### config.mk
export PLATFORM = sky130hd
export DESIGN_NAME = frame_packer_multi
export DESIGN_NICKNAME = d
export VERILOG_FILES = /design/src/rtl/frame_packer_multi.sv
export SDC_FILE = /design/constraint.sdc
export NUM_CORES = 1
export LEC_CHECK = 0
export BUFFER_PORTS_ARGS = -buffer_cell sky130_fd_sc_hd__buf_2
export CAP_MARGIN = 10
export CORE_ASPECT_RATIO = 0.9
export CORE_MARGIN = 2
export CORE_UTILIZATION = 25
export DETAILED_ROUTE_END_ITERATION = 7
export GPL_ROUTABILITY_DRIVEN = 0
export PLACE_DENSITY = 0.5
export REMOVE_ABC_BUFFERS = 1
export SLEW_MARGIN = 0
export SYNTH_ARGS = -nofsm -noshare
export SYNTH_HDL_FRONTEND = slang
export SYNTH_SLANG_ARGS = --single-unit
### constraint.sdc
create_clock -name clock -period 2.6 [get_ports clock]
set_input_delay 0.13 -clock clock [delete_from_list [all_inputs] [get_ports clock]]
set_output_delay 0.13 -clock clock [all_outputs]
set_load 0.01 [all_outputs]
### src/rtl/frame_packer_multi.sv
// Frame packer: emits one 16-bit word per clock, {side[5:0], sample[9:0]}. The side channel
// carries a framed stream: sync, audio snapshot chunks, CRC-12 of those chunks, sequence number.
module frame_packer_multi #(
  parameter int          NUM_CH    = 2,
  parameter int          FRAME_LEN = 512,
  parameter logic [47:0] SYNC      = 48'hDEADBEEFCAFE,
  parameter int          SEQ_SHIFT = 16,
  parameter int          SEQ_MAX   = 62,
  parameter int          TEST_WRAP = 1021
) (
  input  logic                 clock,
  input  logic                 nReset,
  input  logic [9:0]           adc_databus,
  input  logic [1:0]           testMode,
  input  logic [NUM_CH*12-1:0] audio_in,
  input  logic                 audio_ready,
  output logic [15:0]          dataOut,
  output logic                 frameStart,
  output logic                 audioFresh,
  output logic                 audioOverrun
);

  localparam int              PW       = $clog2(FRAME_LEN);
  localparam int              SEQ_W    = SEQ_SHIFT + 6;
  localparam int              AW       = NUM_CH * 12;
  localparam int              CRC_POS  = 8 + 2 * NUM_CH;
  localparam logic [PW-1:0]   LAST_POS = PW'(FRAME_LEN - 1);
  localparam logic [SEQ_W-1:0] SEQ_TOP = SEQ_W'(((SEQ_MAX + 1) << SEQ_SHIFT) - 1);
  localparam logic [9:0]      TEST_TOP = 10'(TEST_WRAP - 1);

  // CRC-12, poly 0x80F, six message bits per call, MSB first
  function automatic logic [11:0] crc12_6(input logic [11:0] crc, input logic [5:0] chunk);
    logic [11:0] c;
    logic        fb;
    c = crc;
    for (int i = 5; i >= 0; i--) begin
      fb = c[11] ^ chunk[i];
      c  = {c[10:0], 1'b0} ^ (fb ? 12'h80F : 12'h000);
    end
    return c;
  endfunction

  logic [PW-1:0]    pos_r, slot_s;
  logic [SEQ_W-1:0] seq_r;
  logic [9:0]       test_r, sample_s;
  logic [AW-1:0]    pending_r, snapshot_r;
  logic [11:0]      crc_r, ch_word_s;
  logic             seen_r, last_s, audio_slot_s;
  logic [5:0]       sync_chunk_s, chunk_s, side_s;

  // Side-channel and sample selection for the word being built this cycle
  always_comb begin
    last_s       = (pos_r == LAST_POS);
    slot_s       = pos_r - PW'(8);
    audio_slot_s = (pos_r >= PW'(8)) && (pos_r < PW'(CRC_POS));
    sync_chunk_s = 6'd0;
    for (int p = 0; p < 8; p++) begin
      sync_chunk_s = sync_chunk_s | (SYNC[6*p +: 6] & {6{pos_r[2:0] == 3'(p)}});
    end
    ch_word_s = 12'd0;
    for (int c = 0; c < NUM_CH; c++) begin
      ch_word_s = ch_word_s | (snapshot_r[12*c +: 12] & {12{slot_s[PW-1:1] == (PW-1)'(c)}});
    end
    chunk_s = slot_s[0] ? ch_word_s[5:0] : ch_word_s[11:6];
    if (pos_r < PW'(8)) begin
      side_s = sync_chunk_s;
    end else if (audio_slot_s) begin
      side_s = chunk_s;
    end else if (pos_r == PW'(CRC_POS)) begin
      side_s = crc_r[11:6];
    end else if (pos_r == PW'(CRC_POS + 1)) begin
      side_s = crc_r[5:0];
    end else begin
      side_s = seq_r[SEQ_SHIFT +: 6];
    end
    case (testMode)
      2'd0:    sample_s = adc_databus;
      2'd1:    sample_s = test_r;
      2'd2:    sample_s = 10'h200;
      2'd3:    sample_s = test_r[0] ? 10'h2AA : 10'h155;
      default: sample_s = adc_databus;
    endcase
  end

  // Free-running counters: frame position, sequence number, test ramp
  always_ff @(posedge clock or negedge nReset) begin
    if (!nReset) begin
      pos_r  <= {PW{1'b0}};
      seq_r  <= {SEQ_W{1'b0}};
      test_r <= 10'd0;
    end else begin
      pos_r  <= last_s ? {PW{1'b0}} : pos_r + PW'(1);
      seq_r  <= (seq_r == SEQ_TOP) ? {SEQ_W{1'b0}} : seq_r + SEQ_W'(1);
      test_r <= (test_r == TEST_TOP) ? 10'd0 : test_r + 10'd1;
    end
  end

  // Audio capture; a strobe on the last word of a frame bypasses pending straight to the snapshot
  always_ff @(posedge clock or negedge nReset) begin
    if (!nReset) begin
      pending_r    <= {AW{1'b0}};
      snapshot_r   <= {AW{1'b0}};
      seen_r       <= 1'b0;
      audioFresh   <= 1'b0;
      audioOverrun <= 1'b0;
    end else begin
      if (audio_ready) begin
        pending_r <= audio_in;
      end
      if (audio_ready && seen_r) begin
        audioOverrun <= 1'b1;
      end
      if (last_s) begin
        snapshot_r <= audio_ready ? audio_in : pending_r;
        audioFresh <= seen_r | audio_ready;
        seen_r     <= 1'b0;
      end else if (audio_ready) begin
        seen_r <= 1'b1;
      end
    end
  end

  // Running CRC over the audio chunks as they are emitted
  always_ff @(posedge clock or negedge nReset) begin
    if (!nReset) begin
      crc_r <= 12'd0;
    end else if (pos_r == PW'(7)) begin
      crc_r <= 12'd0;
    end else if (audio_slot_s) begin
      crc_r <= crc12_6(crc_r, chunk_s);
    end
  end

  // Output word register
  always_ff @(posedge clock or negedge nReset) begin
    if (!nReset) begin
      dataOut    <= 16'd0;
      frameStart <= 1'b0;
    end else begin
      dataOut    <= {side_s, sample_s};
      frameStart <= (pos_r == {PW{1'b0}});
    end
  end

endmodule

# Word-level counts from Yosys, hierarchy flattened
# Index checks and enable logic that the tools add are counted.
dict set report totals {
  regBits 121
  latchBits 0
  mem_bits_rw 0
  mem_bits_ro 0
  input_bits 39
  out_inout_bits 19
  elab_cells 87
  memories 0
}
dict set report classes {
  n_addsub 4
  n_mul 0
  div 0
  magnitude_cmp 3
  n_eq_ne 17
  shift 0
  n_mux 21
  n_bitwise 23
  reduce_logical 8
}
# op count
set ops {}
lappend ops {{12-bit two-way mux} 8}
lappend ops {{12-bit bitwise XOR} 6}
lappend ops {{6-bit bitwise OR} 7}
lappend ops {{10-bit one-hot mux with 4 select lines} 1}
lappend ops {{6-bit two-way mux} 5}
lappend ops {{12-bit AND} 2}
lappend ops {{24-bit two-way mux} 1}
lappend ops {{22-bit by 1-bit adder with 22-bit output (second input constant)} 1}
lappend ops {{22-bit equality test (second input constant)} 1}
lappend ops {{22-bit two-way mux} 1}
lappend ops {{10-bit two-way mux} 2}
lappend ops {{9-bit by 4-bit equality test with 1-bit output (second input constant)} 2}
lappend ops {{9-bit by 4-bit < comparator with 1-bit output (second input constant)} 2}
lappend ops {{3-bit equality test (second input constant)} 4}
lappend ops {{12-bit bitwise OR} 1}
lappend ops {{10-bit by 1-bit adder with 10-bit output (second input constant)} 1}
lappend ops {{10-bit equality test (second input constant)} 1}
lappend ops {{9-bit by 1-bit adder with 9-bit output (second input constant)} 1}
lappend ops {{9-bit by 3-bit equality test with 1-bit output (second input constant)} 1}
lappend ops {{9-bit equality test (second input constant)} 1}
lappend ops {{9-bit by 4-bit greater-or-equal comparator with 1-bit output (second input constant)} 1}
lappend ops {{9-bit zero test} 1}
lappend ops {{9-bit two-way mux} 1}
lappend ops {{9-bit by 4-bit subtractor with 9-bit output (second input constant)} 1}
lappend ops {{other kinds (13)} 23}

# Depth between registers and ports, before layout
# Gate-level depths: netlist of run 1.
dict set report depth {
  ltp_word 25
  depth_mapped 9
  ltp_nobuf 7
}

# Worst setup path before layout of run 1
# OpenSTA, ideal clock, no wires.
dict set report synth_path {
  kind {reg2reg}
  startpoint {register pos_r[1]}
  endpoint {register crc_r[11]}
  setup_ns 0.121
  arrival_time_ns 2.236
  path_slack_ns 0.243
  path_stages_with_launch 6
  n_path_buf 0
  synth_period_minus_slack_ns 2.357
  cell_sequence {dfrtp_1 mux4_2 xnor2_1 xnor3_2 xnor3_1 a22o_1}
}
dict set report synth_via {
  elab_chain_len 25
}
# element line_no
set synth_lines {}
lappend synth_lines {{start, declared} 43} ;# logic [PW-1:0] pos_r, slot_s;
lappend synth_lines {{start signal, assigned} 88} ;# pos_r <= {PW{1'b0}};
lappend synth_lines {{start signal, assigned} 92} ;# pos_r <= last_s ? {PW{1'b0}} : pos_r + PW'(1);
lappend synth_lines {{9-bit by 4-bit subtractor with 9-bit output} 54} ;# slot_s = pos_r - PW'(8);
lappend synth_lines {{8-bit by 1-bit equality test with 1-bit output / 8-bit zero test (equally long branches)} 62} ;# ch_word_s = ch_word_s | (snapshot_r[12*c +: 12] & {12{slot_s[PW-1:1] == (PW-1)'(c)}});
lappend synth_lines {{12-bit AND} 62}
lappend synth_lines {{12-bit bitwise OR} 62}
lappend synth_lines {{6-bit two-way mux} 64} ;# chunk_s = slot_s[0] ? ch_word_s[5:0] : ch_word_s[11:6];
lappend synth_lines {{1-bit bitwise XOR} 37} ;# fb = c[11] ^ chunk[i];
lappend synth_lines {{12-bit two-way mux} 38} ;# c = {c[10:0], 1'b0} ^ (fb ? 12'h80F : 12'h000);
lappend synth_lines {{12-bit bitwise XOR} 38}
lappend synth_lines {{(+9 left out)} --}
lappend synth_lines {{1-bit bitwise XOR} 37}
lappend synth_lines {{12-bit two-way mux} 38}
lappend synth_lines {{12-bit bitwise XOR} 38}
lappend synth_lines {{1-bit bitwise XOR} 37}
lappend synth_lines {{12-bit two-way mux} 38}
lappend synth_lines {{12-bit bitwise XOR} 38}
lappend synth_lines {{12-bit two-way mux} 129} ;# end else if (audio_slot_s) begin
lappend synth_lines {{12-bit two-way mux} 127} ;# end else if (pos_r == PW'(7)) begin
lappend synth_lines {{end signal, assigned} 130} ;# crc_r <= crc12_6(crc_r, chunk_s);
lappend synth_lines {{end, declared} 47} ;# logic [11:0] crc_r, ch_word_s;
# Parallel ways exist; a longest one is shown, timed or not. The select of a mux whose other input is x is not followed.
# A chain may end at the register's enable or synchronous reset.

# Final worst setup path of run 1
# Same ends and word-level chain as after synthesis.

==> summary.md, run 1 <==
The flow ran to the end, and the final reports show no timing, DRC or antenna violations. In this run the mean area of a mapped cell was 11.6 sq um. The leading register cell type out of synthesis was sky130_fd_sc_hd__dfrtp_1.

The run gives 0 as the max-slew violation count. The data arrival time at the worst-slack endpoint was 2.77 ns. The tools report the final hold violation count as 0. Entering global routing, the biggest net connects 82 pins. Master of the slowest instance on the critical path: sky130_fd_sc_hd__mux4_2. The run gives 0 as the total of endpoints with negative setup slack in the final report.

The run gives 0.563 as the tightest slew margin relative to the limit. For this run, the top clock speed supported by timing is 405 MHz. The first routing iteration left 176 violations. Measured along the x axis, the die boundary spans 163 um.

The met2 wire length is 5760 um, and the worst slack after detailed placement is 0.127 ns. The global-route usage over all layers is 0.111. Setup repair after global routing left no endpoint under its margin. The count of flip-flops with a built-in enable after synthesis came out at 0. Clock-pin slew was measured on the worst setup and hold paths at 0.06 ns. After the last flow step, the layout net total stands at 639. TritonCTS built the clock tree. The highest layer touched by signal routing is met4. After global routing the overflow that remains totals 0. The worst hold margin is 0.0412 ns, and the maximum level of the CTS H-tree is 4. In this run the clock root is driven by a sky130_fd_sc_hd__clkbuf_16. In this run the static leakage power is 3.26 nW.

The worst setup path is of the reg -> reg kind. Share of flip-flops with an asynchronous set or reset after synthesis: 1.00. Among cell families on the critical path, the largest total delay comes from XOR/XNOR gates. The run gives 834 as the cell count after placement. Detailed routing placed a total of 379 um of wire on met3.

Kind of path behind the tightest hold check: in -> reg. Of all nets on the critical path, the largest fanout is 5. No sink is reached through more buffers than the 2 on the longest clock path.

The distinct cell type count of the synthesized netlist is 49, and the final cell utilization of the core is 0.326. The worst path buffer plus inverter count was 1; the detailed-routing iteration count for the pre-antenna-repair pass was 4. During synthesis, Yosys emitted a total of 0 warnings. The first global-routing pass estimated 21200 um of wire. The initial antenna violation count came out at 0.

Buffers inserted during post-CTS setup optimization: 0. The later-pin clock latency in the skew report is 0.42 ns. The tools report the total power after layout as 4.48 mW. The run gives 0 ns as the final sum of negative setup slack.

The proportion of layout cells with a drive suffix above 1 is 0.265. For the effective utilization at floorplan, the log shows 0.253. The largest stage delay on the critical path came out at 0.58 ns. The routed design could run at a clock period as short as 2.47 ns.

The placeable core region was 0.0223 sq mm; the number of vias in the routed layout was 3983. The number of flip-flops and latches in the synthesized netlist came out at 121. Buffers placed on the I/O ports in this run total 57.

Dividing the detail-routed wire length by the instance count gives 13.7 um. After detailed routing, the wire length on met1 is 5990 um. The number of standard cells in the final layout excluding fillers is 900, and the number of instances in the synthesized netlist is 489.

Buffers inserted during clock tree synthesis total 17. On the final layout, the worst clock skew is 0.00756 ns. The total non-filler cell area in the finished layout is 0.00728 sq mm, and the remaining antenna violation count after routing is 0. IR analysis of the VDD net gives a maximum drop of 411 uV. Data on the critical path is required at its endpoint by 2.90 ns. Die area: 0.0238 sq mm. The worst setup path is captured at a flop.

Detailed placement finished with a half-perimeter wire length of 8490 um. Summing all placed instances gives a cell area of 0.00634 sq mm. After floorplanning, the core was divided into 52 placement rows. The portion of the clock cycle consumed by the worst path in the final layout was 0.951. The vertical extent of the die was 147 um; the total wirelength of the detailed-routed design was 12300 um.

The number of diodes added for antenna fixing is 0, and the power per standard cell area is 615 mW/mm^2. For this run, design rule violations remaining after detail routing come to 0. Via count of the first global-routing pass: 4145.

The via count normalized by instance count came out at 4.43. The area added between synthesis and finish is 28.7%, and the number of top-level design ports is 58. The signal on the critical path passes through buf_4, mux4_2, xnor2_4, xnor3_2, xnor3_1, a22o_1. The register area share after synthesis was 0.536. The worst setup path is launched from a flop. The tree built by TritonCTS fans out to 121 sinks. The mapped netlist covers 0.00565 sq mm. Across all setup checks in the final design, the least slack found is 0.128 ns. The slew at the pin closest to its max-slew limit is 0.650 ns, and the number of max-cap violations is 0.
[report_power, final]
part           internal (mW)  total, mW  leakage [nW]  switching, mW
Sequential              1.93       1.94          1.56         0.0108
Clock                   1.44       2.33         0.288          0.884
Combinational          0.106      0.209          1.41          0.103
Total                   3.48       4.48          3.26          0.998
[layout by cell type, fill, tap and decap left out, drive strengths merged, types with 19 or more instances in the layout]
master	n
dfrtp	121
buf	69
mux2	48
nor2	44
dlygate4sd3	34
xnor2	33
nand2	31
o21ai	25
nand3	20
clkbuf	19
[layer usage]
layer  global-route usage  vias up
li1                     -     1925
met4               0.0518        0
met3               0.0261       14
met1                0.152     1956
met2                0.167       88
met5                    0        -
[synth_stat cells, types with 3 or more instances]
cell type	n	area (sq um)
sky130_fd_sc_hd__ha_1	10	125
sky130_fd_sc_hd__dfrtp_1	121	3030
sky130_fd_sc_hd__mux2_2	48	541
sky130_fd_sc_hd__a31oi_1	3	18.8
sky130_fd_sc_hd__a2bb2oi_1	3	26.3
sky130_fd_sc_hd__nor3_1	11	55.1
sky130_fd_sc_hd__nand2b_1	4	25.0
sky130_fd_sc_hd__mux4_2	4	90.1
sky130_fd_sc_hd__nand2_1	31	116
sky130_fd_sc_hd__a22o_1	12	105
sky130_fd_sc_hd__o21ai_0	24	120
sky130_fd_sc_hd__nor4_1	5	31.3
sky130_fd_sc_hd__o22ai_1	4	25.0
sky130_fd_sc_hd__clkbuf_1	15	56.3
sky130_fd_sc_hd__nor2_1	44	165
sky130_fd_sc_hd__a21oi_1	14	70.1
sky130_fd_sc_hd__nor2b_1	3	18.8
sky130_fd_sc_hd__and3_1	6	37.5
sky130_fd_sc_hd__nand4_1	10	62.6
sky130_fd_sc_hd__buf_1	4	15.0
sky130_fd_sc_hd__nand3_1	20	100
sky130_fd_sc_hd__o221ai_1	4	35.0
sky130_fd_sc_hd__xnor2_1	31	272
sky130_fd_sc_hd__xor2_1	13	114
sky130_fd_sc_hd__inv_1	16	60.1
[cells by family after synthesis]
kind of cell,Yosys count,share of synthesized area
simple gates,145,0.123
flops,121,0.536
compound gates,72,0.0823
mux,55,0.123
xor+xnor,49,0.0887
buf+inv,37,0.0261
fa+ha+maj,10,0.0221
[worst reg2reg max path, delay by kind of cell, from the launching register on]
family	cells	cell delay, ns
xor gates and xnor gates	3	0.99
buffers and inverters	1	0.18
AOI/OAI and AO/OA	1	0.20
muxes	1	0.58
DFF	1	0.40
[area by class of cell]
class                           instances  area (sq um)
Clock inverter                         13           144
Clock buffer                           19           443
Sequential cell                       121          3030
Timing Repair Buffer                  103           743
Fill cell                            2237         15000
Tap cell                              297           372
Inverter                               16          60.1
Multi-Input combinational cell        331          2490
[path summary, 6_finish.rpt]
| kind | startpoint | endpoint | slack [ns] | depth (start not counted) |
|---|---|---|---|---|
| max | pos_r[1] | crc_r[11] | 0.13 | 6 |
| max reg2reg | pos_r[1] | crc_r[11] | 0.13 | 6 |
| min in group asynchronous | nReset | pending_r[12] | 0.25 | 2 |
| min | adc_databus[0] | dataOut[0] | 0.04 | 3 |
| max in group asynchronous | nReset | dataOut[5] | 1.54 | 3 |
| min reg2reg | audioOverrun | audioOverrun | 0.45 | 1 |
[what timing repair did]
item / 4_1_cts / 5_1_grt
hold buffers: 34 / 0
hold endpoints to repair: 73 / 0
gates resized for setup: 0 / 1
setup endpoints to repair: 0 / 1
[registers in the layout, summed over array words and instances (netlist names)]
signal	cells
pos_r	9
crc_r	12
frameStart	1
pending_r	24
seen_r	1
audioOverrun	1
test_r	10
seq_r	22
audioFresh	1
dataOut	16
snapshot_r	24
(Power assumes the default switching activity.)
==> run 2: changes to the inputs <==
--- a/config.mk
+++ b/config.mk
@@ -7,12 +7,14 @@
 export LEC_CHECK = 0
 export BUFFER_PORTS_ARGS = -buffer_cell sky130_fd_sc_hd__buf_2
 export CAP_MARGIN = 10
+export CELL_PAD_IN_SITES_DETAIL_PLACEMENT = 0
+export CELL_PAD_IN_SITES_GLOBAL_PLACEMENT = 2
 export CORE_ASPECT_RATIO = 0.9
 export CORE_MARGIN = 2
 export CORE_UTILIZATION = 25
 export DETAILED_ROUTE_END_ITERATION = 7
 export GPL_ROUTABILITY_DRIVEN = 0
-export PLACE_DENSITY = 0.5
+export PLACE_DENSITY = 0.64
 export REMOVE_ABC_BUFFERS = 1
 export SLEW_MARGIN = 0
 export SYNTH_ARGS = -nofsm -noshare
==> summary.md, run 2 (synthesis results as in run 1) <==
The run finished with clean final reports. In this run the remaining antenna-violating nets after routing total 0. The run gives 0.118 as the global-route usage over all layers. The final HPWL from detailed placement is 9390 um. Subtracting the final worst setup slack from the clock period gives 2.44 ns. The die is 163 um wide. Data on the critical path arrives at its endpoint at 2.74 ns.

The logs give 0.0330 ns for the worst hold margin and 0.42 ns for the later-pin clock latency in the skew report. The slowest stage of the critical path belongs to the cell sky130_fd_sc_hd__mux4_2. In the routed design, unresolved DRC markers number 0.

Proportion of layout cells with a drive suffix above 1: 0.277. The signal on the critical path passes through mux4_2, xnor2_1, xnor3_2, xnor3_1, a22o_1. The run gives 0 as the buffers inserted during post-CTS setup optimization. The critical path data required time is 2.90 ns.

For this design the ratio of total power to cell area is 614 mW/mm^2. The global-route met3 utilization is 0.0313. The run gives 0.183 as the met2 capacity usage during global routing.

The most utilized layer in the global route result was met2. Setup repair after global routing left no endpoint under its margin. Worst reg2reg path depth: 5. The wire length of the first global-routing pass is 21900 um. The worst setup path is launched from a flop. The via count of the first global-routing pass came out at 4180. The clock arrives with 0.00969 ns of skew.

The number of antenna diodes in the final layout is 0. The worst hold path belongs to the class in -> reg. In this run the static leakage power is 3.30 nW. The floorplan has 52 rows.

The worst IR drop on VDD is 300 uV, and the number of max-cap violations is 0. The path with the worst hold slack has its endpoint at dataOut[0]. The run gives 4 as the maximum level of the CTS H-tree. The average wire per standard cell is 14.5 um.

On the critical path the largest part of the delay comes from XOR/XNOR gates. The worst hold path was traced through 3 stages. In this run the vertical extent of the chip is 147 um.

The area added between synthesis and finish came out at 29.5%. Of all nets on the critical path, the largest fanout is 6. The max-slew violation count is 0. After clock tree synthesis, the clock-pin slew on the worst setup and hold paths is 0.06 ns. Across all setup checks in the final design, the least slack found is 0.164 ns.

Detailed routing inserted a total of 4065 vias. For the top achievable clock speed, the log shows 410 MHz. The tools report the effective utilization at floorplan as 0.253. The tools report the total non-filler cell area in the finished layout as 0.00732 sq mm. The final net count was 647. The largest stage delay on the critical path is 0.56 ns, and the portion of the clock cycle consumed by the worst path in the final layout is 0.937. After detailed routing, the total wire length is 13200 um.

Summed over all layers, the global routing overflow is 0. The pre-antenna-repair detailed-routing pass consisted of 4 iterations. The worst slack after detailed placement is 0.0825 ns, and the final hold violation count is 0. For the number of DRC violations after detailed-routing iteration 0, the log shows 308. The startpoint identified for the worst hold timing path is adc_databus[0]. In this run the critical register-to-register path is launched from pos_r[1].

For this design, the sink count on the clock tree is 121. In the layout the commonest cells are 120 x sky130_fd_sc_hd__dfrtp_1, 56 x sky130_fd_sc_hd__buf_2, 48 x sky130_fd_sc_hd__mux2_2, 44 x sky130_fd_sc_hd__nor2_1, 34 x sky130_fd_sc_hd__dlygate4sd3_1. The total power after layout is 4.50 mW. TritonCTS built the clock tree.

The via count normalized by instance count works out to 4.48. Pin placement for this block handled 58 I/O pins. The region available for standard cell placement spans 0.0223 sq mm. The count of input and output buffers is 57.

The tree is rooted in a sky130_fd_sc_hd__clkbuf_16. Worst setup path category: reg -> reg. The number of buffers inserted during clock tree synthesis was 17. The die covers 0.0238 sq mm. The maximum number of pins on one net before global-route repair came out at 53. The fill cell total of the finished layout was 2267.

Once placement finished, the instance area stood at 0.00639 sq mm. The run gives 0.16 ns as the setup slack of the most critical reg-to-reg path. In the final layout, the registers with the most flip-flops are pending_r x24, snapshot_r x24, seq_r x22. Setup violations remaining at the end of the flow were counted as 0. The tools report the kind of capture point of the worst setup path as a flop. For the initial antenna violation count, the log shows 0.

The leading cell type in the layout, fill and taps excluded was sky130_fd_sc_hd__dfrtp_1. The clock passes through at most 2 buffers. For the final sum of negative setup slack, the log shows 0 ns.

The critical path contains buffers and inverters numbering 0 combined. The tools report the destination of the worst register-to-register timing path as crc_r[11]. The tightest slew margin relative to the limit is 0.548. For the pin with the worst max-slew slack, the measured transition is 0.678 ns. The run gives 0.158 as the met1 demand-to-capacity share in global routing.
[run 2: changes by cell type in the layout (fill, tap and decap cells not counted), sizes merged]
| cell | previous run | this run |
|---|---|---|
| buf | 69 | 77 |
| bufinv | 2 | 1 |
| clkbuf | 19 | 18 |
| clkinv | 8 | 4 |
| inv | 18 | 24 |
[run 2: final cells by class]
cell class	instances	area [sq um]	share of cell area
sequential	121	3030	0.414
multi-input combinational	331	2480	0.338
timing repair buffer	111	791	0.108
clock buffer	18	439	0.0600
tap	297	372	0.0507
clock inverter	14	155	0.0212
inverter	16	60.1	0.00820
[run 2: worst max-delay path by stage]
stage                     startpoint   endpoint  slack [ns]  cells past startpoint
after global routing        pos_r[1]  crc_r[11]        0.09                      5
after detailed placement    pos_r[1]  crc_r[11]        0.08                      5
after CTS                   pos_r[1]  crc_r[11]        0.06                      5
after floorplan             pos_r[1]  crc_r[11]        0.01                      5
after global placement      pos_r[1]  crc_r[11]        0.14                      5
final                       pos_r[1]  crc_r[11]        0.16                      5
[run 2: repair_timing]
| item | 4_1_cts | 5_1_grt |
|---|---|---|
| resized for setup | 0 | 1 |
| hold buffers | 34 | 0 |
| endpoints found under the setup margin | 0 | 1 |
| endpoints found under the hold margin | 81 | 0 |
[run 2: tightest hold or removal path, stage by stage]
cell and delay, ns:
sky130_fd_sc_hd__buf_2 0.10, sky130_fd_sc_hd__a21oi_1 0.13, sky130_fd_sc_hd__a31oi_1 0.05
[run 2: metrics by stage]
stage	util	std cells
after detailed placement	0.286	842
final	0.328	908
after global placement	0.286	842
after CTS	0.328	908
after floorplan	-	468
after global routing	0.328	908
[run 2: routing by layer]
| layer | up-vias | routed length (um) |
|---|---|---|
| li1 | 1947 | - |
| met1 | 2031 | 6320 |
| met2 | 69 | 6230 |
| met3 | 18 | 445 |
| met4 | 0 | 199 |
| met5 | - | 0 |
[run 2: power by group]
part           internal, mW  total, mW  switching (mW)
clock network          1.38       2.35           0.965
registers              1.93       1.94          0.0111
logic                 0.107      0.209           0.102
